==> src/rtl/switch_allocator_if.sv <==
// Request/grant bundle between the router input queues and the switch allocator.
// The master side owns the input queues and the downstream credit view.
// The slave side is the allocator.
interface switch_allocator_if;
  logic [4:0]  req_valid_i;
  logic [2:0]  req_port_addr1_i;
  logic [2:0]  req_port_addr2_i;
  logic [2:0]  req_port_addr3_i;
  logic [2:0]  req_port_addr4_i;
  logic [2:0]  req_port_addr5_i;
  logic [4:0]  tail_i;
  logic [4:0]  out_ready_i;
  logic [4:0]  grant_o;
  logic [14:0] out_sel_o;
  logic [4:0]  out_valid_o;
  logic        err_o;

  modport master (
    output req_valid_i, req_port_addr1_i, req_port_addr2_i, req_port_addr3_i,
           req_port_addr4_i, req_port_addr5_i, tail_i, out_ready_i,
    input  grant_o, out_sel_o, out_valid_o, err_o
  );

  modport slave (
    input  req_valid_i, req_port_addr1_i, req_port_addr2_i, req_port_addr3_i,
           req_port_addr4_i, req_port_addr5_i, tail_i, out_ready_i,
    output grant_o, out_sel_o, out_valid_o, err_o
  );
endinterface

==> src/rtl/switch_allocator.sv <==
// Packet-level (wormhole) switch allocator for a 5-port mesh router.
// Each output locks onto one input for a whole packet, and uses round-robin
// to pick the next owner after the current owner sends its tail flit.
// Allocation takes one cycle. Each released output then sits idle for one cycle.
module switch_allocator #(
  parameter int NPORTS = 5
) (
  input  logic clk,
  input  logic rst,
  switch_allocator_if.slave bus
);

  typedef enum logic {
    IDLE,
    LOCKED
  } state_t;

  state_t             state_q [NPORTS];
  state_t             state_d [NPORTS];
  logic [2:0]         owner_q [NPORTS];
  logic [2:0]         owner_d [NPORTS];
  logic [2:0]         rr_q    [NPORTS];
  logic [2:0]         rr_d    [NPORTS];
  logic [NPORTS-1:0]  locked_q;
  logic [NPORTS-1:0]  locked_d;
  logic               err_q;
  logic               err_d;

  logic [2:0]         addr    [NPORTS];
  logic [NPORTS-1:0]  illegal;
  logic [NPORTS-1:0]  claimed;
  logic [NPORTS-1:0]  grant;
  logic [NPORTS-1:0]  out_valid;
  logic [3*NPORTS-1:0] out_sel;
  logic [2:0]         idx;

  // Adds an offset to a port index, modulo NPORTS, for the round-robin scan.
  function automatic logic [2:0] wrap_add(input logic [2:0] base, input int offs);
    int sum;
    sum = int'(base) + offs;
    if (sum >= NPORTS) sum = sum - NPORTS;
    return 3'(sum);
  endfunction

  assign addr[0] = bus.req_port_addr1_i;
  assign addr[1] = bus.req_port_addr2_i;
  assign addr[2] = bus.req_port_addr3_i;
  assign addr[3] = bus.req_port_addr4_i;
  assign addr[4] = bus.req_port_addr5_i;

  assign bus.grant_o     = grant;
  assign bus.out_valid_o = out_valid;
  assign bus.out_sel_o   = out_sel;
  assign bus.err_o       = err_q;

  // Flags illegal output addresses that come from unlocked heads. Locked inputs carry body flits, so their addresses are don't-care.
  always_comb begin
    illegal = '0;
    for (int i = 0; i < NPORTS; i++) begin
      illegal[i] = bus.req_valid_i[i] & ~locked_q[i] & (addr[i] > 3'd4);
    end
    err_d = err_q | (|illegal);
  end

  // Per-output FSM. An IDLE output scans from its rr pointer and claims the first unlocked input that asks for it. A LOCKED output forwards its owner's flits when credit is available and releases after the tail flit.
  always_comb begin
    locked_d  = locked_q;
    grant     = '0;
    out_valid = '0;
    out_sel   = '0;
    claimed   = '0;
    idx       = '0;
    for (int j = 0; j < NPORTS; j++) begin
      state_d[j] = state_q[j];
      owner_d[j] = owner_q[j];
      rr_d[j]    = rr_q[j];
      case (state_q[j])
        IDLE: begin
          for (int k = 0; k < NPORTS; k++) begin
            idx = wrap_add(rr_q[j], k);
            if (!claimed[j] && bus.req_valid_i[idx] && !locked_q[idx] &&
                addr[idx] == 3'(j)) begin
              claimed[j]    = 1'b1;
              owner_d[j]    = idx;
              state_d[j]    = LOCKED;
              locked_d[idx] = 1'b1;
            end
          end
        end
        LOCKED: begin
          out_sel[3*j +: 3]   = owner_q[j];
          out_valid[j]        = bus.req_valid_i[owner_q[j]] & bus.out_ready_i[j];
          grant[owner_q[j]]   = out_valid[j];
          if (out_valid[j] && bus.tail_i[owner_q[j]]) begin
            state_d[j]            = IDLE;
            locked_d[owner_q[j]]  = 1'b0;
            rr_d[j]               = wrap_add(owner_q[j], 1);
          end
        end
        default: state_d[j] = IDLE;
      endcase
    end
  end

  // State register. Reset drops every lock at once, so any partial packet is abandoned.
  always_ff @(posedge clk) begin
    if (rst) begin
      for (int j = 0; j < NPORTS; j++) begin
        state_q[j] <= IDLE;
        owner_q[j] <= '0;
        rr_q[j]    <= '0;
      end
      locked_q <= '0;
      err_q    <= 1'b0;
    end else begin
      for (int j = 0; j < NPORTS; j++) begin
        state_q[j] <= state_d[j];
        owner_q[j] <= owner_d[j];
        rr_q[j]    <= rr_d[j];
      end
      locked_q <= locked_d;
      err_q    <= err_d;
    end
  end

endmodule

==> src/flat_wrapper.sv <==
// flat-port wrapper written by rule: the top's interface ports become plain ports
module switch_allocator_flat 
#(
  parameter int NPORTS = 5
)
  (clk, rst, bus_req_valid_i, bus_req_port_addr1_i, bus_req_port_addr2_i, bus_req_port_addr3_i, bus_req_port_addr4_i, bus_req_port_addr5_i, bus_tail_i, bus_out_ready_i, bus_grant_o, bus_out_sel_o, bus_out_valid_o, bus_err_o);
  switch_allocator_if bus_i ();
  input  logic clk;
  input  logic rst;
  input wire logic [$bits(bus_i.req_valid_i)-1:0] bus_req_valid_i;
  input wire logic [$bits(bus_i.req_port_addr1_i)-1:0] bus_req_port_addr1_i;
  input wire logic [$bits(bus_i.req_port_addr2_i)-1:0] bus_req_port_addr2_i;
  input wire logic [$bits(bus_i.req_port_addr3_i)-1:0] bus_req_port_addr3_i;
  input wire logic [$bits(bus_i.req_port_addr4_i)-1:0] bus_req_port_addr4_i;
  input wire logic [$bits(bus_i.req_port_addr5_i)-1:0] bus_req_port_addr5_i;
  input wire logic [$bits(bus_i.tail_i)-1:0] bus_tail_i;
  input wire logic [$bits(bus_i.out_ready_i)-1:0] bus_out_ready_i;
  output wire logic [$bits(bus_i.grant_o)-1:0] bus_grant_o;
  output wire logic [$bits(bus_i.out_sel_o)-1:0] bus_out_sel_o;
  output wire logic [$bits(bus_i.out_valid_o)-1:0] bus_out_valid_o;
  output wire logic [$bits(bus_i.err_o)-1:0] bus_err_o;
  assign bus_i.req_valid_i = bus_req_valid_i;
  assign bus_i.req_port_addr1_i = bus_req_port_addr1_i;
  assign bus_i.req_port_addr2_i = bus_req_port_addr2_i;
  assign bus_i.req_port_addr3_i = bus_req_port_addr3_i;
  assign bus_i.req_port_addr4_i = bus_req_port_addr4_i;
  assign bus_i.req_port_addr5_i = bus_req_port_addr5_i;
  assign bus_i.tail_i = bus_tail_i;
  assign bus_i.out_ready_i = bus_out_ready_i;
  assign bus_grant_o = bus_i.grant_o;
  assign bus_out_sel_o = bus_i.out_sel_o;
  assign bus_out_valid_o = bus_i.out_valid_o;
  assign bus_err_o = bus_i.err_o;
  switch_allocator #(.NPORTS(NPORTS)) u_core (.clk(clk), .rst(rst), .bus(bus_i));
endmodule
==> config.mk <==
export PLATFORM = sky130hd
export DESIGN_NAME = switch_allocator_flat
export DESIGN_NICKNAME = d
export VERILOG_FILES = /design/src/rtl/switch_allocator_if.sv /design/src/rtl/switch_allocator.sv /design/src/flat_wrapper.sv
export SDC_FILE = /design/constraint.sdc
export NUM_CORES = 1
export LEC_CHECK = 0
export ABC_AREA = 1
export BUFFER_PORTS_ARGS = -buffer_cell sky130_fd_sc_hd__buf_2
export CORE_MARGIN = 2
export CORE_UTILIZATION = 30
export CTS_CLUSTER_DIAMETER = 60
export DETAILED_ROUTE_END_ITERATION = 8
export PLACE_DENSITY = 0.44
export REMOVE_ABC_BUFFERS = 1
export SLEW_MARGIN = 10
export SYNTH_ARGS = -nofsm -noshare
export SYNTH_HDL_FRONTEND = slang
export SYNTH_SLANG_ARGS = --single-unit
==> constraint.sdc <==
create_clock -name clk -period 7.9 [get_ports clk]
set_input_delay 1.975 -clock clk [delete_from_list [all_inputs] [get_ports clk]]
set_output_delay 1.975 -clock clk [all_outputs]
set_load 0.02 [all_outputs]
# Yosys cells after proc, flatten, opt, wreduce, memory -nomap -nowiden
# Memory sizes are Yosys's and may differ from the RTL's.
# Cells that the tools add are included.
totals:
  latch_bits: 0
  reg_bits: 6
  word_cells: 970
  inputBits: 32
  out_inout_bits: 26
  romBits: 0
  ram_bits: 35
  mem_count: 3
classes:
  mux: 512
  n_reduce_logical: 156
  eq_ne: 20
  bitwise_logic: 102
  magnitude_cmp: 120
  mul: 0
  div: 0
  shift: 0
  n_addsub: 55
mem_list:
  columns: ["memory", "words", "word_bits", "read_ports", "rd_ports_with_merged_regs", "wr", "line_no", "source"]
  rows:
  - ["u_core.owner_q", 5, 3, 5, 0, 5, "switch_allocator.sv:20", "logic [2:0] owner_q [NPORTS];"]
  - ["u_core.rr_q", 5, 3, 5, 0, 5, "switch_allocator.sv:22", "logic [2:0] rr_q [NPORTS];"]
  - ["u_core.state_q", 5, 1, 5, 0, 5, "switch_allocator.sv:18", "state_t state_q [NPORTS];"]
op_table:
  columns: ["operator", "n"]
  rows:
  - ["$mux W3", 160]
  - ["$mux W5", 55]
  - ["$bmux W3 S3", 25]
  - ["$bmux W1 S3", 60]
  - ["$mux W1", 168]
  - ["$or A5 B5 Y5", 25]
  - ["$lt A3 B4 Y1 const B", 30]
  - ["$logic_and A1 B1 Y1", 105]
  - ["$ge A4 B3 Y1 const B", 25]
  - ["$ge A4 B4 Y1 const B", 25]
  - ["$not A3 Y4", 25]
  - ["$demux W1 S3", 30]
  - ["$ge A3 B1 Y1 const B", 30]
  - ["$sub A3 B3 Y3 const B", 30]
  - ["$pmux W5 S2", 5]
  - ["$logic_not A1 Y1", 45]
  - ["$add A3 B1 Y4 const B", 10]
  - ["$add A3 B2 Y4 const B", 10]
  - ["$and A5 B5 Y5", 6]
  - ["$eq A3 B2 Y1 const B", 10]
  - ["$not A5 Y5", 5]
  - ["$add A3 B3 Y4 const B", 5]
  - ["$bwmux W5", 4]
  - ["$or A1 B1 Y1", 16]
  - ["other kinds (9)", 56]

# Logic depth before layout (Yosys ltp)
# An unclocked memory read counts as a cell.
depth:
  ltp_word: 96
  ltp_mapped: 26

# Worst setup path before layout
# Ideal clock, no wire load.
synth_path:
  path_kind: "in2out"
  from: "input bus_req_valid_i[2]"
  to: "output bus_grant_o[1]"
  stages: 11
  path_buffers: 0
  t_required_ps: 5925
  t_arrival_ps: 3520
  path_slack_ps: 2405
  cell_sequence: "inv_1 nor2_1 a31oi_1 o2111ai_1 and2_1 inv_1 nor2_1 nand2_1 a31oi_1 o21ai_0 a31oi_1"
synth_between:
  elab_chain_len: 13
  word_cells_on_any_way: 25
synth_rtl:
  columns: ["element", "line_no", "source"]
  rows:
  - ["from (decl)", "flat_wrapper.sv:10", "input wire logic [$bits(bus_i.req_valid_i)-1:0] bus_req_valid_i;"]
  - ["$bmux W1 S3", "switch_allocator.sv:92", "out_valid[j] = bus.req_valid_i[owner_q[j]] & bus.out_ready_i[j];"]
  - ["$mux W1 (not written as such)", "switch_allocator.sv:92", null]
  - ["$and A1 B1 Y1", "switch_allocator.sv:92", null]
  - ["$and A5 B5 Y5 (no source line)", null, null]
  - ["$mux W5", "switch_allocator.sv:77", "case (state_q[j])"]
  - ["$bwmux W5", "switch_allocator.sv:93", "grant[owner_q[j]] = out_valid[j];"]
  - ["$mux W5", "switch_allocator.sv:77", null]
  - ["$bwmux W5", "switch_allocator.sv:93", null]
  - ["$mux W5", "switch_allocator.sv:77", null]
  - ["$bwmux W5", "switch_allocator.sv:93", null]
  - ["$mux W5", "switch_allocator.sv:77", null]
  - ["$bwmux W5", "switch_allocator.sv:93", null]
  - ["$mux W5 *", "switch_allocator.sv:77", null]
  - ["to (decl)", "flat_wrapper.sv:18", "output wire logic [$bits(bus_i.grant_o)-1:0] bus_grant_o;"]
# Mark *: on every way between the ends. The rest lies on a longest branch, timed or not. The select of a mux whose other input is x is not followed.

# Worst setup path after layout
# Ends and elaborated chain as after synthesis.

==> tab_implementation.tex <==
\begin{tabular}{lr}
\hline
Metric & Value \\
\hline
\multicolumn{2}{l}{\textbf{Clock tree}} \\
Cts bufs inserted & 5 \\
Number of H-tree levels & 2 \\
CTS tree & yes \\
Root buffer selected by CTS & clkbuf\_16 \\
Worst-case clock buffer depth & 2 \\
Post-CTS Setup Repair Bufs & 0 \\
Reg clk slew, reported paths & 80 ps \\
Total number of clock tree sinks & 41 \\
Post\_cts resized & 0 \\
Later-pin clock latency in the skew report & around 310 ps \\
Number of buffers inserted by hold repair at cts & 0 \\
\multicolumn{2}{l}{\textbf{Pwr}} \\
Leakage & 5.33 nW \\
P per Cell Area & around 270 nW/um\^{}2 \\
Power Total & slightly below 0.003 W \\
VDD IR max & $\sim$110 uV \\
\multicolumn{2}{l}{\textbf{Yosys}} \\
Synth Register Bits & between 40 and 50 \\
Synth Cell Area & $\sim$10000 um\^{}2 \\
Yosys warning count & 0 \\
Sequential fraction of the synthesis area & 8.30\% \\
Top cells by area, synth & nand2\_1 20\%, inv\_1 10\%, nand3\_1 9.6\% \\
Avg Cell Area, Syn & 5.28 um\^{}2 \\
Share of the synthesized area in the top cell type & 19.7\% \\
Area leader, netlist & nand2\_1 \\
Number of distinct library cells after synthesis & 61 \\
Cell count after synthesis & between 1500 and 2000 \\
\multicolumn{2}{l}{\textbf{Timing}} \\
Tcrit/Tclk final & between 70\% and 80\% \\
Post-route setup slack & 1920 ps \\
Transition time at the pin with the least slew margin & slightly below 1000 ps \\
Setup-failing EPs final & 0 \\
Worst Skew & roughly 15 ps \\
Worst-case headroom to the max-slew limit & about a third \\
Number of max-slew violations in the final report & 0 \\
Unrepaired setup endpoints after global routing & false \\
Number of hold-slack violations in the final timing report & 0 \\
Final TNS setup & 0 ps \\
Final period demand of the worst path & around 6000 ps \\
Highest attainable clock frequency & about 170 MHz \\
\multicolumn{2}{l}{\textbf{Placement}} \\
Hpwl dp & between 30000 and 40000 um \\
Global placer's final weighted congestion & between 0.9 and 1 \\
\# port buffers & 57 \\
DP Worst Slack & between 2000 and 2500 ps \\
\multicolumn{2}{l}{\textbf{Drt}} \\
First-pass detailed-route iteration total & 6 \\
Antenna viol nets, final & 0 \\
Starting DRT DRC Count & approximately 1200 \\
Routed vias & 12500 \\
DRC violations left & 0 \\
Wire length per cell after detailed routing & roughly 18 um \\
Ratio of routed vias to standard cells & 5.31 \\
Drt total wl & $\sim$43000 um \\
\multicolumn{2}{l}{\textbf{Worst setup path}} \\
Kind of start point of the critical path & primary input \\
CP Cell Sequence & buf\_2 -> inv\_1 -> o211ai\_1 -> o21ai\_0 -> nor2\_2 -> o311ai\_0 -> a31oi\_1 -> o21ai\_0 -> a31oi\_1 -> buf\_2 \\
Crit path from & bus\_req\_valid\_i[2] \\
Type of the setup path with the least slack & in2out \\
Signal arrival time at the worst endpoint & approximately 4000 ps \\
Largest stage delay on the critical path & between 200 and 300 ps \\
Type of element capturing the critical path & output port \\
Required time of the worst setup path & 5930 ps \\
CP max-delay cell & nor2\_2 \\
Crit Reg-Reg Startpoint & u\_core.rr\_q[0][3] \\
Worst Path Max Fanout & 8 \\
\multicolumn{2}{l}{\textbf{Flow run}} \\
Max-cap viol count & 0 \\
\multicolumn{2}{l}{\textbf{Layout}} \\
Count of inserted antenna diode cells & 0 \\
Most frequent standard cell in the layout excluding fill and tap cells & nand2\_1 \\
Syn-to-layout area delta & 8.59\% \\
Final net count & 1999 \\
Final Core Density & between 30 and 40\% \\
Fill cell instance count of the final layout & 3890 \\
Commonest non-fill, non-tap cells in the layout & 518 x nand2\_1, 267 x inv\_1, 227 x nor2\_1 \\
Share of final-layout standard cells stronger than drive strength 1 & under 10\% \\
\multicolumn{2}{l}{\textbf{Global route}} \\
Remaining global-route overflow & 0 \\
Number of global-route vias before repair & $\sim$12000 \\
Antenna violations before repair & 0 \\
Pin count of the biggest net entering global routing & 26 \\
Gr usage total & between 20\% and 30\% \\
Global-route wire length before repair & 66400 um \\
\multicolumn{2}{l}{\textbf{Floorplanning}} \\
Die span in y & roughly 190 um \\
Placeable core region & 32500 um\^{}2 \\
Number of top-level pins & 58 \\
Die footprint & approximately 34000 um\^{}2 \\
X dimension of the die & around 190 um \\
Starting utilization of the core area & 30.4\% \\
Floorplan row count & 66 \\
\multicolumn{2}{l}{\textbf{Hold path}} \\
Startpoint of the lowest-slack hold path & u\_core.bus.err\_o \\
Worst hold-check path type & reg2reg \\
\multicolumn{2}{l}{\textbf{Status}} \\
Outcome & complete, no violations \\
\hline
\end{tabular}
final cells by class:
| cell class | count | area (um^2) | area share (%) |
|---|---|---|---|
| clock buffers | 5 | 125 | 1.16 |
| clock inverters | 3 | 25.0 | 0.233 |
| repair buffers | 58 | 293 | 2.73 |
| well taps | 442 | 553 | 5.15 |
| flip-flops and latches | 41 | 821 | 7.64 |
| multi-input cells | 1509 | 7810 | 72.7 |
| inverters | 297 | 1110 | 10.4 |
through the flow:
step	instances	hold WS, ps	area, um^2
after floorplan	1847	480	9750
after global placement	2347	471	10600
after detailed placement	2347	478	10600
after CTS	2355	499	10700
after global routing	2355	517	10700
final	2355	484	10700
cell usage after synthesis, drive strengths merged:
master and instances:
a22oi 2, o32ai 1, xor2 16, a2111oi 1, nor2 244, a311oi 3
clkinv 3, a221o 1, a221oi 1, o21ai 153, a41oi 1, o211ai 21
o21bai 1, xnor2 4, o2111ai 2, fa 5, and2 2, ha 50
a32oi 2, buf 14, o221ai 7, o31ai 5, nor4 1, dfxtp 41
nand2b 1, a21boi 3, a31oi 9, or2 1, o21a 2, nand3 199
a21o 2, nor3 32, nand3b 4, a21oi 111, nand4 51, a211oi 10
clkbuf 12, o22ai 20, o311ai 1, inv 294, o41ai 1, nand2 539
routing by layer:
layer / GRT usage (%) / vias up / routed length (um)
met3: 2.54 / 68 / 2370
li1: - / 6258 / -
met4: 9.23 / 2 / 1680
met2: 39.6 / 384 / 18800
met5: 1.33 / - / 57
met1: 34.9 / 5783 / 20600
critical path, delay by kind of cell:
family / cells / cell delay, ps
buf+inv: 3 / 640
compound gates: 6 / 1090
simple gates: 1 / 290
worst paths after layout:
check                       end  slack [ps]  cells past startpoint
max              bus_grant_o[1]        1920                     10
min            u_core.bus.err_o         480                      2
max reg2reg  u_core.locked_q[0]        3550                     25
min reg2reg    u_core.bus.err_o         480                      2
sequential cells by signal, indices dropped and copies added, names as in the netlist:
signal and flops:
u_core.state_q 5, u_core.locked_q 5, u_core.rr_q 15, u_core.bus.err_o 1, u_core.owner_q 15
where the power goes:
part / switching [W] / internal (W) / leakage, nW
Sequential: 0.000124 / 0.000261 / 0.336
Combinational: 0.00164 / 0.000675 / 4.92
Clock: 0.000108 / 0.000119 / 0.0704
Total: 0.00187 / 0.00106 / 5.33
logic make-up (layout without fill, tap and decap cells):
family / after synthesis / after routing / share of synthesized area (%)
AOI/OAI and AO/OA: 360 / 360 / 21.4
xor gates and xnor gates: 20 / 20 / 2.07
adders and majority gates: 55 / 55 / 7.34
buffers and inverters: 323 / 363 / 12.7
DFF: 41 / 41 / 8.30
and+or+nand+nor: 1074 / 1074 / 48.1
No activity file was read; power rests on OpenSTA's default activity.
